===== config.mk =====
export PLATFORM = sky130hd
export DESIGN_NAME = loop_limit_mc
export DESIGN_NICKNAME = d
export VERILOG_FILES = /design/src/rtl/loop_limit_pkg.sv /design/src/rtl/loop_limit_chan.sv /design/src/rtl/loop_limit_mc.sv
export SDC_FILE = /design/constraint.sdc
export NUM_CORES = 1
export LEC_CHECK = 0
export ABC_AREA = 1
export BUFFER_PORTS_ARGS = -buffer_cell sky130_fd_sc_hd__buf_2
export CORE_MARGIN = 2
export CORE_UTILIZATION = 55
export CTS_CLUSTER_SIZE = 30
export DETAILED_ROUTE_END_ITERATION = 10
export MAX_ROUTING_LAYER = met4
export PLACE_DENSITY = 0.79
export SLEW_MARGIN = 25
export SYNTH_ARGS = -nofsm -noshare
export SYNTH_HDL_FRONTEND = slang
export SYNTH_HIERARCHICAL = 1
export SYNTH_SLANG_ARGS = --single-unit

===== constraint.sdc =====
create_clock -name clk -period 2.8 [get_ports clk]
set_input_delay 0.56 -clock clk [delete_from_list [all_inputs] [get_ports clk]]
set_output_delay 0.56 -clock clk [all_outputs]
set_load 0.01 [all_outputs]

===== src/rtl/loop_limit_pkg.sv =====
// Shared definitions for the multi-channel hash-round loop limiter.
//   ll_state_e        : per-channel state encoding (IDLE/RUN/FAIL), fixed here
//                       so every channel and any checker agree on the values.
//   fail_first_width  : bit width of the lowest-failing-channel index output.
package loop_limit_pkg;

  typedef enum logic [1:0] {
    LL_IDLE = 2'b00,
    LL_RUN  = 2'b01,
    LL_FAIL = 2'b10
  } ll_state_e;

  // Index width for fail_first; a single channel still gets one bit.
  function automatic int fail_first_width(input int channels);
    if (channels <= 1) begin
      return 1;
    end else begin
      return $clog2(channels);
    end
  endfunction

endpackage


===== src/rtl/loop_limit_chan.sv =====
// One loop-limit channel: counter, IDLE/RUN/FAIL state machine and the
// overrun compare against the shared limit.
// Ports:
//   clk         in   clock, all state on posedge
//   reset       in   synchronous active-high reset
//   stop        in   freezes the counter and the compare while in RUN
//   limit       in   shared runtime limit, sampled every cycle
//   load        in   load strobe (highest priority after reset)
//   seed        in   load value
//   clear_fail  in   return to IDLE with count 0 (ignored when load is set)
//   count       out  live count
//   fail        out  registered overrun flag, equal to (state == FAIL)
module loop_limit_chan
  import loop_limit_pkg::*;
#(
  parameter int WIDTH = 16,
  parameter int STEP  = 1
) (
  input  logic             clk,
  input  logic             reset,
  input  logic             stop,
  input  logic [WIDTH-1:0] limit,
  input  logic             load,
  input  logic [WIDTH-1:0] seed,
  input  logic             clear_fail,
  output logic [WIDTH-1:0] count,
  output logic             fail
);

  localparam logic [WIDTH:0] STEP_EXT = (WIDTH+1)'(STEP);

  ll_state_e        state_r;
  ll_state_e        state_nxt_s;
  logic [WIDTH-1:0] count_r;
  logic [WIDTH-1:0] count_nxt_s;
  logic             fail_r;
  logic             fail_nxt_s;
  logic [WIDTH:0]   sum_s;

  // State, count and fail flag registers with synchronous reset.
  always_ff @(posedge clk) begin
    if (reset) begin
      state_r <= LL_IDLE;
      count_r <= {WIDTH{1'b0}};
      fail_r  <= 1'b0;
    end else begin
      state_r <= state_nxt_s;
      count_r <= count_nxt_s;
      fail_r  <= fail_nxt_s;
    end
  end

  // Next state and count: load > clear_fail > stop > count/compare.
  always_comb begin
    state_nxt_s = state_r;
    count_nxt_s = count_r;
    // One extra bit so the increment can be clamped instead of wrapping.
    sum_s       = {1'b0, count_r} + STEP_EXT;
    if (load) begin
      if (seed > limit) begin
        state_nxt_s = LL_FAIL;
        count_nxt_s = limit;
      end else begin
        state_nxt_s = LL_RUN;
        count_nxt_s = seed;
      end
    end else if (clear_fail) begin
      state_nxt_s = LL_IDLE;
      count_nxt_s = {WIDTH{1'b0}};
    end else begin
      case (state_r)
        LL_IDLE: begin
          state_nxt_s = LL_IDLE;
          count_nxt_s = {WIDTH{1'b0}};
        end
        LL_RUN: begin
          if (stop) begin
            state_nxt_s = LL_RUN;
            count_nxt_s = count_r;
          end else if (count_r >= limit) begin
            // Count is held, even if a lowered limit left it above the limit.
            state_nxt_s = LL_FAIL;
            count_nxt_s = count_r;
          end else if (sum_s > {1'b0, limit}) begin
            state_nxt_s = LL_RUN;
            count_nxt_s = limit;
          end else begin
            state_nxt_s = LL_RUN;
            count_nxt_s = sum_s[WIDTH-1:0];
          end
        end
        LL_FAIL: begin
          state_nxt_s = LL_FAIL;
          count_nxt_s = count_r;
        end
        default: begin
          // A corrupted state code is reported as an overrun rather than hidden.
          state_nxt_s = LL_FAIL;
          count_nxt_s = count_r;
        end
      endcase
    end
    fail_nxt_s = (state_nxt_s == LL_FAIL);
  end

  // Outputs come straight from registers.
  always_comb begin
    count = count_r;
    fail  = fail_r;
  end

endmodule


===== src/rtl/loop_limit_mc.sv =====
// Multi-channel hash-round loop limiter. CHANNELS independent counters, each
// seeded by its own load strobe, all compared against one shared limit. A
// channel that overruns raises a sticky fail; the lowest failing channel index
// is reported on fail_first.
// Ports:
//   clk                     in   clock
//   reset                   in   synchronous active-high reset
//   stop                    in   global freeze of all RUN counters
//   limit                   in   shared runtime limit
//   load                    in   per-channel load strobe
//   current_loop            in   per-channel seed, channel i at [i*WIDTH +: WIDTH]
//   clear_fail              in   per-channel fail clear (to IDLE, count 0)
//   current_loop_actualize  out  per-channel live count, same packing
//   fail                    out  sticky per-channel overrun flag
//   fail_any                out  OR of fail
//   fail_first              out  lowest index with fail set, 0 when none
module loop_limit_mc
  import loop_limit_pkg::*;
#(
  parameter int WIDTH    = 16,
  parameter int CHANNELS = 4,
  parameter int STEP     = 1,
  localparam int FF_W    = fail_first_width(CHANNELS)
) (
  input  logic                      clk,
  input  logic                      reset,
  input  logic                      stop,
  input  logic [WIDTH-1:0]          limit,
  input  logic [CHANNELS-1:0]       load,
  input  logic [CHANNELS*WIDTH-1:0] current_loop,
  input  logic [CHANNELS-1:0]       clear_fail,
  output logic [CHANNELS*WIDTH-1:0] current_loop_actualize,
  output logic [CHANNELS-1:0]       fail,
  output logic                      fail_any,
  output logic [FF_W-1:0]           fail_first
);

  logic [WIDTH-1:0]    count_s [CHANNELS];
  logic [CHANNELS-1:0] fail_s;
  logic [FF_W-1:0]     fail_first_s;

  for (genvar i = 0; i < CHANNELS; i++) begin : g_chan
    loop_limit_chan #(
      .WIDTH (WIDTH),
      .STEP  (STEP)
    ) u_chan (
      .clk        (clk),
      .reset      (reset),
      .stop       (stop),
      .limit      (limit),
      .load       (load[i]),
      .seed       (current_loop[i*WIDTH +: WIDTH]),
      .clear_fail (clear_fail[i]),
      .count      (count_s[i]),
      .fail       (fail_s[i])
    );
  end

  // Pack the per-channel counts into the flat output bus.
  always_comb begin
    current_loop_actualize = {(CHANNELS*WIDTH){1'b0}};
    for (int i = 0; i < CHANNELS; i++) begin
      current_loop_actualize[i*WIDTH +: WIDTH] = count_s[i];
    end
  end

  // Lowest-index priority encoder: scan downward so the lowest set bit wins.
  always_comb begin
    fail_first_s = {FF_W{1'b0}};
    for (int i = CHANNELS - 1; i >= 0; i--) begin
      fail_first_s = fail_s[i] ? FF_W'(i) : fail_first_s;
    end
  end

  // Fail summary is combinational from the registered per-channel flags.
  always_comb begin
    fail       = fail_s;
    fail_any   = |fail_s;
    fail_first = fail_first_s;
  end

endmodule


==> metrics.md <==
| Metric | Value |
|---|---|
| Internal reg-to-reg setup slack | -420 ps |
| Async set or reset register ratio after synthesis | 0% |
| CTS Buf Count | 9 |
| Final Hold Fails | 0 |
| Clock root buffer | clkbuf_16 |
| Worst Hold Path EP | g_chan[0].u_chan/state_r[0]$_SDFF_PP0_ |
| Detail Route Antenna Nets | 0 |
| Ys Warns | 6 |
| Final Slew Violations | 0 |
| Crit-path max FO | 7 |
| Clock Pin Slew Worst Setup and Hold Paths | 80 ps |
| Yosys reg bits | 76 |
| IO Pins | 162 |
| Status | finished, violations left |
| Via density per instance | 5.92 |
| H-tree Lvls | 3 |
| RSZ-0062 raised after global routing | true |
| Mux contribution to synthesized area | 0% |
| DP Wirelength | 34500 µm |
| Failing checks | negative setup slack |
| R2R Path End | g_chan[0].u_chan/count[5]$_SDFFE_PP0P_ |
| Post-synth top flop | dfxtp_1 |
| Initial core utilization | 56.2% |
| GRT Total Usage | 35.9% |
| Synth Area in Compound Gates | 8.23% |
| Gate Count Post-Synth | 2112 |
| Core ar. | 22700 µm² |
| WS Path Type | reg -> reg |
| Final setup skew | 13.6 ps |
| Max Root-Sink Buffers | 2 |
| Area contributors post-synth | ha_1 (19%), nand2_1 (15%), nand3_1 (14%), dfxtp_1 (12%), inv_1 (12%) |
| Initial antenna violation count | 1 |
| PortBufs | 161 |
| First-pass GRT wire length | 69000 µm |
| Relative slew slack | 33.6% |
| # Max-Cap Violations | 0 |
| Fin crit share | 115% |
| Leakage | 10.1 nW |
| Final core occ | 77.2% |
| Later-pin clock latency in the skew report | 360 ps |
| Critical Path AT | 3480 ps |
| Die W | 156 µm |
| Average wire per standard cell | 18.5 µm |
| R2R Path Start | g_chan[0].u_chan/count[1]$_SDFFE_PP0P_ |
| Top cell type by total area after synthesis | ha_1 |
| CTS Hold Buffers Added | 0 |
| HP Start | clear_fail[0] |
| Maximum VDD drop | 0.278 mV |
| Fin crit period | 3220 ps |
| Worst min-delay path category | in -> reg |
| Syn-to-layout area delta | 37.3% |
| Final WL | 51200 µm |
| XOR/XNOR share of the synthesized area | 2.67% |
| Layout cell share with drive strength beyond 1 | 33.8% |
| Residual DRC | 0 |
| Dpl ws | -247 ps |
| Final setup violation count | 62 |
| Vias in the first global route | 14026 |
| TritonRoute pass-1 iters | 8 |
| Placer Congestion | 0.991 |
| Power per standard cell area | 316 nW/µm² |
| Clock tree sinks | 76 |
| # rows | 55 |
| Post-Synth Adder-Cell Area | 19.2% |
| Worst Hold Depth | 4 |
| Post-synthesis sequential area ratio | 11.9% |
| Post-Syn Area | 12800 µm² |
| Crit path capture type | register |
| Commonest non-fill, non-tap cell in the layout | nand2_1 |
| Hold_ws | 558 ps |
| Syn Area/Cell | 6.05 µm² |
| CP Data Required Time | 3060 ps |
| F_max | 311 MHz |
| Setup crit start kind | register |
| Worst-margin pin slew | 993 ps |
| GR Overflow Total | 0 |
| Worst setup margin | -419 ps |
| Netlist cell types | 50 |
| Number of flops mapped to enable cells by yosys | 0 |
| Initial DRC Count | 2006 |
| Final net count | 2761 |
| Share of Yosys cell area claimed by the top area cell type | 19.2% |
| Largest family of logic cells by synthesized area | simple AND/OR/NAND/NOR gates |
| Die area | 24500 µm² |
| Simple-Gate Fraction of Synth Area | 42.5% |
| Worst r2r path cells | 20 |
| Syn_nets | 2399 |
| Vias | 16363 |
| CTS tree | built |
| Post-route total power | 0.00554 W |
| Most frequent cells in the layout | nand2_1 (458), inv_1 (380), buf_4 (218) |
| Largest net degree at the start of global routing | 25 |
| Chip Height | 156 µm |
cells in the mapped netlist (all sizes together), types with 27 or more instances:
cell type	n
inv	414
nor3	31
buf	41
a21oi	151
nand2	530
nand4	27
o21ai	27
nand3	377
ha	196
xor2	39
nor2	159
dfxtp	76
logic make-up (layout without fill, tap and decap cells):
family                     after synthesis  after routing
xor gates and xnor gates                39             39
and+or+nand+nor                       1132           1136
DFF                                     76             76
AOI/OAI and AO/OA                      196            196
adders and majority gates              196            196
other                                    0              1
buffers and inverters                  473            835
final cells by class:
cell class	instances	area [µm²]
Multi-Input combinational cell	1567	10900
Fill cell	1595	5180
Timing Repair Buffer	403	2850
Inverter	417	1570
Sequential cell	76	1560
Tap cell	285	357
Clock buffer	11	243
Clock inverter	4	26.3
Antenna cell	1	2.50
per-stage QoR:
step           area, µm²  std cells  setup TNS, ps
2_1_floorplan      12800       2112              0
3_3_place_gp       15200       2702          -5430
3_5_place_dp       15200       2702          -9820
4_1_cts            16000       2733           -970
5_1_grt            17500       2764         -20080
6_report           17500       2764         -13350
where the power goes:
part | internal, W | switching [W]
Combinational | 0.00120 | 0.00187
Sequential | 0.00118 | 0.000117
Clock | 0.000621 | 0.000549
Total | 0.00300 | 0.00254
layer usage:
layer / global-route usage [%] / routed length [µm] / up-vias
li1: - / - / 7494
met1: 46.0 / 18900 / 7406
met2: 56.7 / 23400 / 1182
met3: 5.04 / 5670 / 281
met4: 15.4 / 3200 / 0
met5: - / 0 / -
how the worst max path moves through the flow:
stage / startpoint / endpoint / cells after the start
2_1_floorplan: g_chan[2].u_chan/count[0]$_SDFFE_PP0P_ / g_chan[2].u_chan/count[10]$_SDFFE_PP0P_ / 20
3_3_place_gp: g_chan[3].u_chan/count[0]$_SDFFE_PP0P_ / g_chan[3].u_chan/count[15]$_SDFFE_PP0P_ / 20
3_5_place_dp: g_chan[0].u_chan/count[0]$_SDFFE_PP0P_ / g_chan[0].u_chan/count[11]$_SDFFE_PP0P_ / 18
4_1_cts: g_chan[3].u_chan/count[1]$_SDFFE_PP0P_ / g_chan[3].u_chan/count[7]$_SDFFE_PP0P_ / 22
5_1_grt: g_chan[0].u_chan/count[1]$_SDFFE_PP0P_ / g_chan[0].u_chan/count[5]$_SDFFE_PP0P_ / 22
6_report: g_chan[0].u_chan/count[1]$_SDFFE_PP0P_ / g_chan[0].u_chan/count[5]$_SDFFE_PP0P_ / 20
timing repair:
item	in CTS	in global routing
endpoints found under the setup margin	64	64
gates cloned	3	4
buffers inserted	13	26
gates resized for setup	80	279
pin swaps	39	132
state kept, by name (all words and copies together), names as in the netlist:
register / cells
g_chan.u_chan/fail: 4
g_chan.u_chan/count: 64
g_chan.u_chan/state_r: 8
worst max-delay path, cell delays in order, from the launching register on:
cell,delay [ps]
dfxtp_2,380
inv_1,90
nor3_4,260
buf_4,190
nand3_1,110
xor2_2,210
inv_1,80
ha_1,280
nand2_1,80
nor2_4,150
nand3_1,150
o21ai_1,190
o21ai_1,100
nand2_2,150
buf_12,160
buf_4,110
nand3_2,60
nand3_2,90
nand3_2,60
nand2_1,120
inv_1,70
Note: power is estimated with default switching activity, not from simulation.
